[src/rtl/scomp_arb_pkg.sv]
// ----------------------------------------------------------------------------
// scomp_arb_pkg
//   Shared definitions for the shared-comparator arbiter:
//   - FSM state encoding (S_IDLE / S_CMP / S_DONE) and its enum type
//   - idw_f(): requester-index width helper (ceil(log2(n)), minimum 1)
// ----------------------------------------------------------------------------
package scomp_arb_pkg;

  localparam logic [1:0] S_IDLE = 2'd0;
  localparam logic [1:0] S_CMP  = 2'd1;
  localparam logic [1:0] S_DONE = 2'd2;

  typedef enum logic [1:0] {
    ST_IDLE = S_IDLE,
    ST_CMP  = S_CMP,
    ST_DONE = S_DONE
  } state_e;

  // ceil(log2(n)), used only for elaboration-time widths
  function automatic int clog2_f(input int n);
    int r;
    r = 0;
    for (int i = 0; i < 31; i++) begin
      if ((32'sd1 << i) < n) begin
        r = i + 1;
      end else begin
        r = r;
      end
    end
    return r;
  endfunction

  // Width of a requester index; at least one bit so ports never collapse
  function automatic int idw_f(input int nreq);
    return (nreq < 2) ? 1 : clog2_f(nreq);
  endfunction

endpackage

[src/rtl/rr_arb_core.sv]
// ----------------------------------------------------------------------------
// rr_arb_core
//   Purely combinational round-robin pick. Searches req upward starting at
//   rr_ptr (wrapping NREQ-1 -> 0) and reports the first set request.
// Ports
//   req    in   NREQ  pending requests
//   rr_ptr in   IDW   search start index (always < NREQ)
//   en     in   1     grant allowed this cycle
//   gnt    out  NREQ  one-hot grant (zero when !en or no request)
//   winner out  IDW   index of the picked request (valid when any=1)
//   any    out  1     a grant is being issued
// ----------------------------------------------------------------------------
module rr_arb_core
  import scomp_arb_pkg::*;
#(
  parameter int NREQ = 4,
  parameter int IDW  = idw_f(NREQ)
) (
  input  logic [NREQ-1:0] req,
  input  logic [IDW-1:0]  rr_ptr,
  input  logic            en,
  output logic [NREQ-1:0] gnt,
  output logic [IDW-1:0]  winner,
  output logic            any
);

  logic [IDW:0] idx_s;
  logic         found_s;

  // Priority search from rr_ptr with modulo-NREQ wrap
  always_comb begin
    found_s = 1'b0;
    winner  = '0;
    idx_s   = '0;
    for (int k = 0; k < NREQ; k++) begin
      idx_s = {1'b0, rr_ptr} + (IDW+1)'(k);
      // rr_ptr < NREQ and k < NREQ, so one subtraction suffices for the wrap
      if (idx_s >= (IDW+1)'(NREQ)) begin
        idx_s = idx_s - (IDW+1)'(NREQ);
      end else begin
        idx_s = idx_s;
      end
      if (!found_s && req[idx_s[IDW-1:0]]) begin
        found_s = 1'b1;
        winner  = idx_s[IDW-1:0];
      end else begin
        found_s = found_s;
      end
    end
    any = en & found_s;
    if (any) begin
      gnt = NREQ'(1'b1) << winner;
    end else begin
      gnt = '0;
    end
  end

endmodule

[src/rtl/scomp_arbiter.sv]
// ----------------------------------------------------------------------------
// scomp_arbiter
//   Shares one registered magnitude comparator between NREQ requesters.
//   A round-robin pick latches the winner's operand pair, the next cycle
//   registers the compare, and the result is held until res_ready.
//   Configuration macro: SCOMP_ARB_SIGNED_EN -- when defined, operands are
//   compared as two's-complement; otherwise unsigned (default).
// Ports
//   Clk        in   1               clock, rising edge
//   Rst_n      in   1               asynchronous active-low reset
//   req        in   NREQ            per-requester request, held until granted
//   a_bus      in   NREQ*DATAWIDTH  operand a, requester i at [i*DATAWIDTH +: DATAWIDTH]
//   b_bus      in   NREQ*DATAWIDTH  operand b, same packing
//   gnt        out  NREQ            one-hot grant; operands sampled at this edge
//   res_valid  out  1               result valid
//   res_ready  in   1               downstream accepts result
//   res_id     out  IDW             requester that owns the result
//   res_gt     out  1               a > b
//   res_lt     out  1               a < b
//   res_eq     out  1               a == b
// ----------------------------------------------------------------------------
module scomp_arbiter
  import scomp_arb_pkg::*;
#(
  parameter int DATAWIDTH = 8,
  parameter int NREQ      = 4,
  parameter int IDW       = idw_f(NREQ)
) (
  input  logic                      Clk,
  input  logic                      Rst_n,
  input  logic [NREQ-1:0]           req,
  input  logic [NREQ*DATAWIDTH-1:0] a_bus,
  input  logic [NREQ*DATAWIDTH-1:0] b_bus,
  output logic [NREQ-1:0]           gnt,
  output logic                      res_valid,
  input  logic                      res_ready,
  output logic [IDW-1:0]            res_id,
  output logic                      res_gt,
  output logic                      res_lt,
  output logic                      res_eq
);

  state_e               state_q, state_d;
  logic [IDW-1:0]       rr_ptr_q, rr_ptr_d;
  logic [DATAWIDTH-1:0] a_q, a_d;
  logic [DATAWIDTH-1:0] b_q, b_d;
  logic [IDW-1:0]       id_q, id_d;
  logic                 res_valid_q, res_valid_d;
  logic [IDW-1:0]       res_id_q, res_id_d;
  logic                 res_gt_q, res_gt_d;
  logic                 res_lt_q, res_lt_d;
  logic                 res_eq_q, res_eq_d;

  logic                 arb_en_s;
  logic [NREQ-1:0]      arb_gnt_s;
  logic [IDW-1:0]       arb_winner_s;
  logic                 arb_any_s;
  logic [DATAWIDTH-1:0] a_sel_s, b_sel_s;
  logic                 gt_s, lt_s, eq_s;

  // Grant points: IDLE, or DONE while the result is being accepted.
  // Rst_n gates it so gnt drops immediately when reset asserts.
  assign arb_en_s = Rst_n & ((state_q == ST_IDLE) |
                             ((state_q == ST_DONE) & res_ready));

  rr_arb_core #(
    .NREQ (NREQ),
    .IDW  (IDW)
  ) u_rr (
    .req    (req),
    .rr_ptr (rr_ptr_q),
    .en     (arb_en_s),
    .gnt    (arb_gnt_s),
    .winner (arb_winner_s),
    .any    (arb_any_s)
  );

  // AND-OR operand mux driven by the one-hot grant
  always_comb begin
    a_sel_s = '0;
    b_sel_s = '0;
    for (int i = 0; i < NREQ; i++) begin
      a_sel_s = a_sel_s | ({DATAWIDTH{arb_gnt_s[i]}} & a_bus[i*DATAWIDTH +: DATAWIDTH]);
      b_sel_s = b_sel_s | ({DATAWIDTH{arb_gnt_s[i]}} & b_bus[i*DATAWIDTH +: DATAWIDTH]);
    end
  end

`ifdef SCOMP_ARB_SIGNED_EN
  assign gt_s = $signed(a_q) > $signed(b_q);
  assign lt_s = $signed(a_q) < $signed(b_q);
`else
  assign gt_s = a_q > b_q;
  assign lt_s = a_q < b_q;
`endif
  assign eq_s = (a_q == b_q);

  // Operand/id capture and pointer advance, only on an issued grant
  always_comb begin
    if (arb_any_s) begin
      a_d  = a_sel_s;
      b_d  = b_sel_s;
      id_d = arb_winner_s;
      if (arb_winner_s == IDW'(NREQ-1)) begin
        rr_ptr_d = '0;
      end else begin
        rr_ptr_d = arb_winner_s + IDW'(1);
      end
    end else begin
      a_d      = a_q;
      b_d      = b_q;
      id_d     = id_q;
      rr_ptr_d = rr_ptr_q;
    end
  end

  // FSM next state and result register update
  always_comb begin
    state_d     = state_q;
    res_valid_d = res_valid_q;
    res_id_d    = res_id_q;
    res_gt_d    = res_gt_q;
    res_lt_d    = res_lt_q;
    res_eq_d    = res_eq_q;
    case (state_q)
      ST_IDLE: begin
        if (arb_any_s) begin
          state_d = ST_CMP;
        end else begin
          state_d = ST_IDLE;
        end
      end
      ST_CMP: begin
        state_d     = ST_DONE;
        res_valid_d = 1'b1;
        res_id_d    = id_q;
        res_gt_d    = gt_s;
        res_lt_d    = lt_s;
        res_eq_d    = eq_s;
      end
      ST_DONE: begin
        if (res_ready) begin
          // Flags clear with valid so none is set while res_valid=0
          res_valid_d = 1'b0;
          res_gt_d    = 1'b0;
          res_lt_d    = 1'b0;
          res_eq_d    = 1'b0;
          if (arb_any_s) begin
            state_d = ST_CMP;
          end else begin
            state_d = ST_IDLE;
          end
        end else begin
          state_d = ST_DONE;
        end
      end
      default: begin
        state_d     = ST_IDLE;
        res_valid_d = 1'b0;
        res_gt_d    = 1'b0;
        res_lt_d    = 1'b0;
        res_eq_d    = 1'b0;
      end
    endcase
  end

  // State, operand and result registers
  always_ff @(posedge Clk or negedge Rst_n) begin
    if (!Rst_n) begin
      state_q     <= ST_IDLE;
      rr_ptr_q    <= '0;
      a_q         <= '0;
      b_q         <= '0;
      id_q        <= '0;
      res_valid_q <= 1'b0;
      res_id_q    <= '0;
      res_gt_q    <= 1'b0;
      res_lt_q    <= 1'b0;
      res_eq_q    <= 1'b0;
    end else begin
      state_q     <= state_d;
      rr_ptr_q    <= rr_ptr_d;
      a_q         <= a_d;
      b_q         <= b_d;
      id_q        <= id_d;
      res_valid_q <= res_valid_d;
      res_id_q    <= res_id_d;
      res_gt_q    <= res_gt_d;
      res_lt_q    <= res_lt_d;
      res_eq_q    <= res_eq_d;
    end
  end

  assign gnt       = arb_gnt_s;
  assign res_valid = res_valid_q;
  assign res_id    = res_id_q;
  assign res_gt    = res_gt_q;
  assign res_lt    = res_lt_q;
  assign res_eq    = res_eq_q;

endmodule

[config.mk]
export PLATFORM = sky130hd
export DESIGN_NAME = scomp_arbiter
export DESIGN_NICKNAME = d
export VERILOG_FILES = /design/src/rtl/scomp_arb_pkg.sv /design/src/rtl/rr_arb_core.sv /design/src/rtl/scomp_arbiter.sv
export SDC_FILE = /design/constraint.sdc
export NUM_CORES = 1
export LEC_CHECK = 0
export ABC_AREA = 1
export CORE_MARGIN = 5
export CORE_UTILIZATION = 30
export CTS_BUF_LIST = sky130_fd_sc_hd__clkbuf_8 sky130_fd_sc_hd__clkbuf_16
export DETAILED_ROUTE_END_ITERATION = 10
export GPL_TIMING_DRIVEN = 0
export PLACE_DENSITY = 0.61
export SYNTH_ARGS = -nofsm -noshare
export SYNTH_HDL_FRONTEND = slang
export SYNTH_SLANG_ARGS = --single-unit
[constraint.sdc]
create_clock -name Clk -period 3.55 [get_ports Clk]
set_input_delay 0.355 -clock Clk [delete_from_list [all_inputs] [get_ports Clk]]
set_output_delay 0.355 -clock Clk [all_outputs]
set_load 0.01 [all_outputs]
* Word-level counts from Yosys, hierarchy flattened *
Index checks and enable logic that the tools add are counted.
W data, S select, Z words.

storage, ports and cells
  bits in latches = 0
  bits in read-only memories = 0
  RAM bits = 0
  word-level logic and storage cells = 91
  bits of input ports = 71
  memories = 0
  register bits = 28

operators by class
  bitwise gates (word level) = 19
  equality and inequality tests = 5
  muxes and demuxes = 30
  multiply operators = 0
  shift operators = 1
  add/subtract/negate cells = 8
  div/mod/pow operators = 0
  reductions and logical operators = 8
  magnitude comparators = 10

operators with widths
  operator               count
  $and A8 B8 Y8          8
  $or A8 B8 Y8           6
  $mux W2                10
  $lt A2 B3 Y1 const B   4
  $pmux W1 S3            4
  $mux W1                10
  $ge A3 B3 Y1 const B   3
  $bmux W1 S2            4
  $eq A8 B8 Y1           1
  $gt A8 B8 Y1           1
  $lt A8 B8 Y1           1
  $sub A2 B1 Y2 const B  4
  $add A2 B2 Y3 const B  2
  $pmux W2 S3            1
  $eq A2 B2 Y1 const B   2
  $mux W4                1
  $shl A1 B2 Y4 const A  1
  $add A2 B1 Y3 const B  1
  $and A1 B1 Y1          3
  $ge A2 B3 Y1 const B   1
  $logic_and A1 B1 Y1    3
  $logic_not A1 Y1       3
  $add A2 B1 Y2 const B  1
  $eq A2 B1 Y1 const B   1
  other kinds (5)        5

* Longest topological paths before layout *
Gate-level depths: netlist (run 1).

  word-level depth = 20
  gate-level depth with buffers = 18

* By module *
Synthesis (run 1) repeated with hierarchy kept, for this count alone.

unflattened totals
  cells, all modules = 288
  area, all modules = 2,153.3 um^2

modules (own cells, without submodules)
  module         instances  area each (um^2)  cells each  sequential area each (um^2)
  scomp_arbiter  1          1,829.3           214         700.7
  rr_arb_core    1          324.1             74          0.0

* Worst setup path after synthesis (run 1) *
No wires, ideal clock.

  path kind = reg2out
  start = reg rr_ptr_q[0]
  end = out gnt[3]
  cell stages (with the launch flop) = 15
  data arrival time = 2.229 ns
  path slack = 0.966 ns
  path buffers = 4
  cell sequence = dfrtp_1 -> buf_4 -> nand2_1 -> nand3_1 -> nand2_1 -> nor2_4 -> nand3_2 -> buf_6 -> nand3_1 -> inv_1 -> ha_1 -> clkbuf_1 -> clkbuf_1 -> inv_1 -> nor2_1

on the way
  word-level cells in the longest chain between the ends = 16
  elaborated cells between the ends (all ways) = 40
  those cells by class = add/sub (7); order compare (4); shift (1); mux (21); bitwise (1); reduce/logical (6)

RTL lines
  element                                                 RTL line              source
  start, declared                                         scomp_arbiter.sv:44   logic [IDW-1:0] rr_ptr_q, rr_ptr_d;
  start signal, assigned                                  scomp_arbiter.sv:181  rr_ptr_q <= rr_ptr_d;
  branches (longest 13 deep; another with $add A2 B1 Y3)  n/a
  $mux W2 *                                               rr_arb_core.sv:43     if (!found_s && req[idx_s[IDW-1:0]]) begin
  named net arb_winner_s[0]                               scomp_arbiter.sv:56   logic [IDW-1:0] arb_winner_s;
  $shl A1 B2 Y4 *                                         rr_arb_core.sv:52     gnt = NREQ'(1'b1) << winner;
  $mux W4 *                                               rr_arb_core.sv:51     if (any) begin
  end, declared                                           scomp_arbiter.sv:34   output logic [NREQ-1:0] gnt,

Mark *: on every way through the listed nets, which the timed path passes. The select of a mux whose other input is x is not followed.

* Final worst setup path (run 1) *
  start = reg rr_ptr_q[1]
  end = out gnt[0]

on the way
  word-level cells in the longest chain between the ends = 16
  elaborated cells between the ends (all ways) = 40
  those cells by class = add/sub (7); order compare (4); shift (1); mux (21); bitwise (1); reduce/logical (6)

RTL lines
  element                                                 RTL line
  branches (longest 15 deep; another with $add A2 B1 Y3)  n/a
  $mux W4 *                                               rr_arb_core.sv:51

Mark *: on every way between the ends. The select of a mux whose other input is x is not followed.

==> impl_metrics.tcl, run 1 <==
set metrics [dict create \
    reg2reg_depth 18 \
    grtUsageTotal 0.141 \
    ios 81 \
    cts.sinks 28 \
    hold_slack_ns 0.0898 \
    worstPathMaxFanout 10 \
    htree_levels 1 \
    hpwl_mm 5.16 \
    finalWeightedCongestion 0.802 \
    dr.pass1.iters 6 \
    synth-async-reset-ratio 1.00 \
    period_needed_ns 3.31 \
    yosysWarningCount 0 \
    setup_viol 0 \
    tightestPinTransition_ns 0.636 \
    cp_num_buf_inv 5 \
    slowest_delay_ns 0.53 \
    rsz0062_at_grt "no" \
    drive_above_1_share 0.0754 \
    synth_nets 395 \
    crit_type "flip-flop to output port" \
    routed_wl_mm 6.14 \
    setup.reg_to_reg.worst_slack_ns 0.79 \
    p_leak_nw 1.64 \
    cp-start-kind "flip-flop" \
    end_kind "output port" \
    period_share 0.933 \
    slew_violations 0 \
    antenna_found_initial 0 \
    area_growth_pct 48.4 \
    hold_viol 0 \
    synth_cell_type_count 24 \
    fmax_mhz 302 \
    grt_max_degree 30 \
    synth_top_area_cell "dfrtp_1" \
    slew_headroom 0.576 \
    tritoncts "done" \
    clk_path_buf_depth 2 \
    clockRootBuffer "clkbuf_8" \
    avgViaCountPerCell 4.44 \
    ctsHoldBuffers 0 \
    layout.nets 482 \
    wire_per_inst_um 12.4 \
    drtIter0Drc 93 \
    clock_skew_ns 0.00686 \
    ys.flop_type "dfrtp_1" \
    synth_edf_count 0 \
    crit_chain "inv_2, nand2_1, nand2_1, nand2_1, nand2_2, nor2_4, nand3_2, buf_6, nand3_2, ha_1, clkbuf_4, nand3_2, inv_1, clkdlybuf4s50_1" \
    p_per_area_nw_per_um2 851 \
    drv_cap 0 \
    ys_ff_latch 28 \
    syn_inst 312 \
    ant_nets 0 \
    start_util 0.311 \
    seq_area_frac_synth 0.328 \
    crit_required_ns 3.19 \
    clk_pin_slew_ns 0.10 \
    status "finished, final reports clean" \
    die_w_um 94.4 \
    synth.most_common_cell "inv_1" \
    crit_slowest_cell "clkdlybuf4s50_1" \
    arrival_ns 2.96 \
    cp.depth 14 \
    die-height_um 94.4 \
    die-area_um2 8920 \
    ir_drop_mv 0.356 \
    hp-class "primary input to asynchronous set/reset pin" \
    yosys-top-cells-area "dfrtp_1 33%, inv_1 14%, nor2_1 12%, nand2_1 7.7%, ha_1 7.0%" \
    diodes 0 \
    rows 30 \
    insertion_delay_ns 0.28 \
    overflow 0 \
    cts_buffers 3 \
    finalPower_mw 2.70 \
    path_delay_family "buffers and inverters" \
    syn_area_um2 2140 \
    synth_top_area_frac 0.328 \
    drc 0 \
    ys_top_cells_by_count "77 x inv_1, 69 x nor2_1, 44 x nand2_1, 28 x dfrtp_1" \
    grt_pass1_vias 2214 \
    avgSynthCellArea_um2 6.85 \
    io_buffers 80 \
    coreArea_um2 6870 \
    grt_pass1_wl_mm 10.0 \
    vias 2195 \
]
==> sequential cells by signal, summed over array words and instances (netlist names) <==
signal     flops
state_q        2
rr_ptr_q       2
res_eq         1
res_valid      1
res_lt         1
res_id         2
id_q           2
b_q            8
res_gt         1
a_q            8
==> report_power, final <==
group / total, mW / switching, mW / internal, mW
sequential: 0.566 / 0.0903 / 0.476
combinational: 1.88 / 1.08 / 0.800
clock: 0.251 / 0.100 / 0.151
total: 2.70 / 1.27 / 1.43
==> area by class of cell <==
cell class                      instances  area, um^2
Buffer                                 10        76.3
Fill cell                             704        3690
Clock buffer                            3        41.3
Sequential cell                        28         701
Clock inverter                          1        30.0
Inverter                               79         297
Timing Repair Buffer                   82         813
Tap cell                               96         120
Multi-Input combinational cell        195        1100
==> through the flow <==
step | cells | setup slack, ns | cell area, um^2 | setup TNS (ns) | util
after CTS | 492 | 0.0199 | 3140 | 0 | 0.458
after floorplan | 312 | 0.966 | 2140 | 0 | -
after global routing | 494 | 0.0150 | 3170 | 0 | 0.462
final | 494 | 0.239 | 3170 | 0 | 0.462
after detailed placement | 488 | -0.360 | 3060 | -0.909 | 0.445
after global placement | 488 | -0.352 | 3060 | -0.741 | 0.445
==> cells in the final DEF, fill, tap and decap left out, types with 2 or more instances in the layout <==
cell,instances
clkdlybuf4s50_1,78
nand2_2,3
dfrtp_1,28
clkbuf_8,4
buf_4,3
buf_6,2
ha_1,12
nand3_1,9
a22o_1,16
a21oi_1,5
nand2_1,43
buf_2,6
o21ai_0,7
inv_2,3
nand3_2,5
o211ai_1,2
inv_1,76
nor2_1,69
o2111ai_1,16
o21ai_1,2
==> repair_timing <==
action                                  CTS  global route
setup buffers                             0             2
pin swaps                                 0             1
resized for setup                         7            10
endpoints found under the setup margin    4             4
==> per-layer routing <==
metal	track usage	wire length, um
met5	0	0
met4	0.0337	63
met3	0.0303	419
met2	0.236	2990
met1	0.186	2660
==> worst reg2reg max path: stages, from the launching register on <==
cell and delay, ns:
dfrtp_1 0.51, inv_2 0.10, nand2_1 0.07, nand2_1 0.07, nand2_1 0.08, nand2_2 0.09
nor2_4 0.11, nand3_2 0.13, buf_6 0.18, nand3_2 0.12, inv_1 0.08, ha_1 0.17
buf_2 0.17, clkbuf_8 0.18, a22o_1 0.21, inv_1 0.05, o2111ai_1 0.16, nor2_1 0.14
nor2_1 0.04
==> cell families (layout without fill, tap and decap cells) <==
| logic type | after synthesis | in the layout | share of synthesized area |
|---|---|---|---|
| AOI/OAI and AO/OA | 50 | 50 | 0.176 |
| adders and majority gates | 12 | 12 | 0.0702 |
| buffers and inverters | 89 | 175 | 0.167 |
| DFF | 28 | 28 | 0.328 |
| and+or+nand+nor | 133 | 133 | 0.259 |
==> worst paths after layout <==
check | start | endpoint
max | rr_ptr_q[1] | gnt[0]
min | Rst_n | a_q[3]
max reg2reg | rr_ptr_q[1] | a_q[4]
min reg2reg | id_q[0] | res_id[0]
max in group asynchronous | Rst_n | a_q[1]
min in group Clk | id_q[0] | res_id[0]
Note: power is estimated with default switching activity, not from simulation.
==> inputs of run 2 (changes only) <==
- CORE_UTILIZATION: 30 -> 45
- PLACE_DENSITY: 0.61 -> 0.85
==> run 2 against run 1 <==
- wire length shrank 1.4%
- highest routed layer unchanged
- utilization increased by 21 points
- register-to-register slack better by 0.04 ns
- first-iteration DRC count increased by 65%
- worst hold slack got worse by 0.012 ns
- clock power about the same
- sequential share of layout area grew 0.28 points
- fmax fell by 2.9%
- clock-buffer cell count stayed put
- die area is 30% lower
- combinational power grew 2%
- setup slack lost 0.10 ns
==> impl_metrics.tcl, run 2 (same netlist as run 1, synthesis figures left out) <==
set metrics [dict create \
    pre_cts_ws_ns -0.321 \
    crit_type "primary input to output port" \
    cts_buffers 3 \
    cp_num_buf_inv 6 \
    p_per_area_nw_per_um2 873 \
    coreArea_um2 4660 \
    cp.depth 14 \
    setup_tns_ns 0 \
    drive_above_1_share 0.0821 \
    clockRootBuffer "clkbuf_8" \
    setup_ws_ns 0.139 \
    crit_required_ns 3.19 \
    layout_common_cells "78 x clkdlybuf4s50_1, 76 x inv_1, 69 x nor2_1" \
    area_growth_pct 46.9 \
    die_w_um 78.9 \
    layout.cells.non_filler 456 \
    grt_max_degree 30 \
    drtIter0Drc 153 \
    diodes 0 \
    insertion_delay_ns 0.28 \
    p_leak_nw 1.66 \
    crit_chain "clkdlybuf4s50_1, inv_1, nand2_1, nand3_1, nand2_1, nor2_4, nand3_2, buf_6, nand3_2, ha_1, clkbuf_2, nand3_2, inv_1, clkdlybuf4s50_1" \
    period_needed_ns 3.41 \
    slew_headroom 0.588 \
    end_kind "output port" \
    path_delay_family "buffers and inverters" \
    die-height_um 78.9 \
    layout.nets 486 \
    status "finished, final reports clean" \
    grt_pass1_wl_mm 9.53 \
    hold_viol 0 \
    ctsHoldBuffers 0 \
    wire_per_inst_um 13.3 \
    worstPathMaxFanout 10 \
    hp-class "primary input to asynchronous set/reset pin" \
    design_area_um2 3140 \
    cts.sinks 28 \
    htree_levels 1 \
    slowest_delay_ns 0.53 \
    rows 25 \
    cp_common_cell "nand3_2" \
    routed_wl_mm 6.05 \
    crit_slowest_cell "clkdlybuf4s50_1" \
    clk_path_buf_depth 2 \
    io_buffers 80 \
    grtUsageTotal 0.190 \
    final_common_cell "clkdlybuf4s50_1" \
    clock_skew_ns 0.00825 \
    period_share 0.961 \
    setup_viol 0 \
    start_util 0.459 \
    cp-start-kind "primary input" \
    tritoncts "done" \
    arrival_ns 3.06 \
    vias 2288 \
    drc 0 \
    hold_slack_ns 0.0778 \
    hpwl_mm 4.85 \
    slew_violations 0 \
    place_area_um2 3010 \
    reg.largest.list "a_q: 8 flops, b_q: 8 flops" \
    grt_pass1_vias 2171 \
    placed_cells 446 \
    die-area_um2 6230 \
    tightestPinTransition_ns 0.618 \
    fmax_mhz 293 \
    ios 81 \
    ant_nets 0 \
    dr.pass1.iters 4 \
    reg2reg_depth 17 \
    avgViaCountPerCell 5.02 \
    overflow 0 \
    finalWeightedCongestion 0.842 \
    ir_drop_mv 0.604 \
    clk_pin_slew_ns 0.10 \
    drv_cap 0 \
    antenna_found_initial 0 \
]
[run 2: through the flow]
| step | utilization | power (mW) |
|---|---|---|
| 2_1_floorplan | - | 1.81 |
| 3_3_place_gp | 0.645 | 2.28 |
| 3_5_place_dp | 0.645 | 2.35 |
| 4_1_cts | 0.662 | 2.63 |
| 6_report | 0.674 | 2.74 |
| 5_1_grt | 0.674 | 3.01 |
[run 2: final cells by class]
cell class | instances | area (um^2)
fillers | 404 | 1520
multi-input cells | 195 | 1090
repair buffers | 86 | 843
flip-flops and latches | 28 | 702
inverters | 79 | 297
plain buffers | 10 | 71.3
well taps | 54 | 67.6
clock buffers | 3 | 41.3
clock inverters | 1 | 30.0
[run 2: routing by layer]
layer / track usage / share of wire
met3: 0.0363 / 0.074
met5: 0 / 0
met4: 0.0619 / 0.019
met1: 0.244 / 0.41
met2: 0.322 / 0.49
[run 2: where the power goes]
part           leakage, nW  total (mW)  switching (mW)  internal, mW
clock network       0.0357       0.253           0.102         0.151
registers            0.335       0.566          0.0890         0.477
logic                 1.29        1.92            1.10         0.822
total                 1.66        2.74            1.29          1.45
[run 2: final timing paths]
path                                  start          end  slack (ns)
worst max-delay path                 req[3]       gnt[0]        0.14
worst min-delay path                  Rst_n       a_q[4]        0.08
worst max register to register  rr_ptr_q[0]       a_q[6]        0.83
worst min register to register    res_id[1]    res_id[1]        0.50
max in group asynchronous             Rst_n  rr_ptr_q[1]        3.04
min in group Clk                  res_id[1]    res_id[1]        0.50
[run 2: what timing repair did]
action	in CTS	in global routing
pin swaps	0	2
gates resized for setup	6	9
buffers inserted	0	6
endpoints found under the setup margin	4	4
==> inputs of run 3 (changes only) <==
- CORE_ASPECT_RATIO: default -> 1.5
- REMOVE_ABC_BUFFERS: default -> 1
==> run 3 against run 2 <==
- register-to-register slack better by 0.13 ns
- worst hold slack better by 0.14 ns
- via count is 2.3% lower
- flip-flop and latch count stayed put
- total power is 3.1% lower
- critical path type is now flip-flop to output port
- die area is 0.45% higher
- wire length is 3.1% lower
- clock-buffer cell count is 1 higher
- cell count is 0.66% lower
==> impl_metrics.tcl, run 3 (same netlist as run 1, synthesis figures left out) <==
set metrics [dict create \
    slew_violations 0 \
    fmax_mhz 300 \
    layout_common_cells "79 x clkdlybuf4s50_1, 76 x inv_1, 69 x nor2_1" \
    wl_met1_mm 2.22 \
    hold_viol 0 \
    start_util 0.467 \
    diodes 0 \
    slowest_delay_ns 0.54 \
    drtIter0Drc 105 \
    coreArea_um2 4580 \
    crit_type "flip-flop to output port" \
    drc 0 \
    cp.depth 11 \
    vias 2235 \
    die-area_um2 6260 \
    ir_drop_mv 0.606 \
    clock_skew_ns 0.00141 \
    cp-start-kind "flip-flop" \
    slew_headroom 0.517 \
    avgViaCountPerCell 4.93 \
    io_buffers 80 \
    drv_cap 0 \
    finalWeightedCongestion 0.891 \
    crit_slowest_cell "clkdlybuf4s50_1" \
    cp_num_buf_inv 3 \
    clockRootBuffer "clkbuf_8" \
    grtUsageTotal 0.200 \
    reg.largest.list "a_q: 8 flops, b_q: 8 flops" \
    clk_path_buf_depth 2 \
    worstPathMaxFanout 11 \
    final_util 0.678 \
    final_common_cell "clkdlybuf4s50_1" \
    area_growth_pct 45.2 \
    design_area_um2 3100 \
    insertion_delay_ns 0.28 \
    dr_wl_met3_um 270 \
    crit_required_ns 3.19 \
    hp-class "primary input to asynchronous set/reset pin" \
    path_delay_family "simple AND/OR/NAND/NOR gates" \
    setup_viol 0 \
    p_leak_nw 1.57 \
    dr.pass1.iters 5 \
    rows 30 \
    grt_pass1_wl_mm 9.85 \
    reg2reg_depth 14 \
    routed_wl_mm 5.86 \
    drive_above_1_share 0.0643 \
    top_layer "met4" \
    ios 81 \
    fillers 405 \
    ant_nets 0 \
    wire_per_inst_um 12.9 \
    period_needed_ns 3.33 \
    arrival_ns 2.98 \
    die_w_um 66.3 \
    clk_pin_slew_ns 0.09 \
    wl_met2_mm 3.26 \
    rsz0062_at_grt "no" \
    layout.nets 473 \
    hpwl_mm 4.54 \
    grt_max_degree 30 \
    p_per_area_nw_per_um2 857 \
    die-height_um 94.4 \
    cts_buffers 3 \
    status "finished, final reports clean" \
    cts.sinks 28 \
    tritoncts "done" \
    period_share 0.939 \
    antenna_found_initial 0 \
    htree_levels 1 \
    crit_chain "inv_2, nand2_1, nand3_1, nand2_1, nor2_4, nand3_4, nand3_2, ha_1, nand3_2, inv_1, clkdlybuf4s50_1" \
    place_area_um2 2970 \
    overflow 0 \
    tightestPinTransition_ns 0.725 \
    end_kind "output port" \
    grt_pass1_vias 2247 \
]
-- run 3: cell types whose count changed in the layout (fill, tap and decap cells not counted), sizes merged --
cell and change:
dlymetal6s2s -1, buf -14, bufinv -1, clkdlybuf4s15 +1, nand3 +1, clkdlybuf4s50 +1
-- run 3: metrics by stage --
stage / power, mW / TNS [ns] / hold WS (ns) / setup slack (ns) / std cells
3_3_place_gp: 2.24 / -14.13 / 0.456 / -1.21 / 446
2_1_floorplan: 1.76 / 0 / 0.0594 / 0.956 / 302
5_1_grt: 2.95 / 0 / 0.282 / 0.000213 / 453
4_1_cts: 2.56 / -0.0173 / 0.234 / -0.0173 / 452
6_report: 2.66 / 0 / 0.216 / 0.215 / 453
3_5_place_dp: 2.30 / -1.13 / 0.459 / -0.357 / 447
-- run 3: power breakdown --
group	switching, mW	internal [mW]
registers	0.109	0.477
clock network	0.0984	0.0994
logic	1.10	0.777
-- run 3: final timing paths --
path / from / endpoint / slack, ns
worst max register to register: rr_ptr_q[0] / b_q[0] / 0.96
worst max-delay path: rr_ptr_q[0] / gnt[2] / 0.22
worst min-delay path: Rst_n / res_lt / 0.22
min in group Clk: res_id[0] / res_id[0] / 0.50
max in group asynchronous: Rst_n / rr_ptr_q[0] / 2.83
worst min register to register: res_id[0] / res_id[0] / 0.50
-- run 3: layout make-up --
| class | count | area, um^2 | area share |
|---|---|---|---|
| clock buffers | 4 | 55.1 | 0.0177 |
| inverters | 79 | 297 | 0.0955 |
| multi-input cells | 196 | 1150 | 0.370 |
| flip-flops and latches | 28 | 702 | 0.226 |
| well taps | 64 | 80.1 | 0.0258 |
| repair buffers | 82 | 821 | 0.264 |
-- run 3: metal layers --
layer | track usage | vias to the layer above
li1 | - | 1136
met1 | 0.217 | 1030
met2 | 0.379 | 58
met3 | 0.0226 | 11
met4 | 0.0831 | 0
met5 | 0 | -
-- run 3: what timing repair did --
action	4_1_cts	5_1_grt
buffers inserted	0	1
gates resized for setup	7	8
cloned	1	0
hold buffers	0	0
pin swaps	1	1
endpoints found under the setup margin	4	4
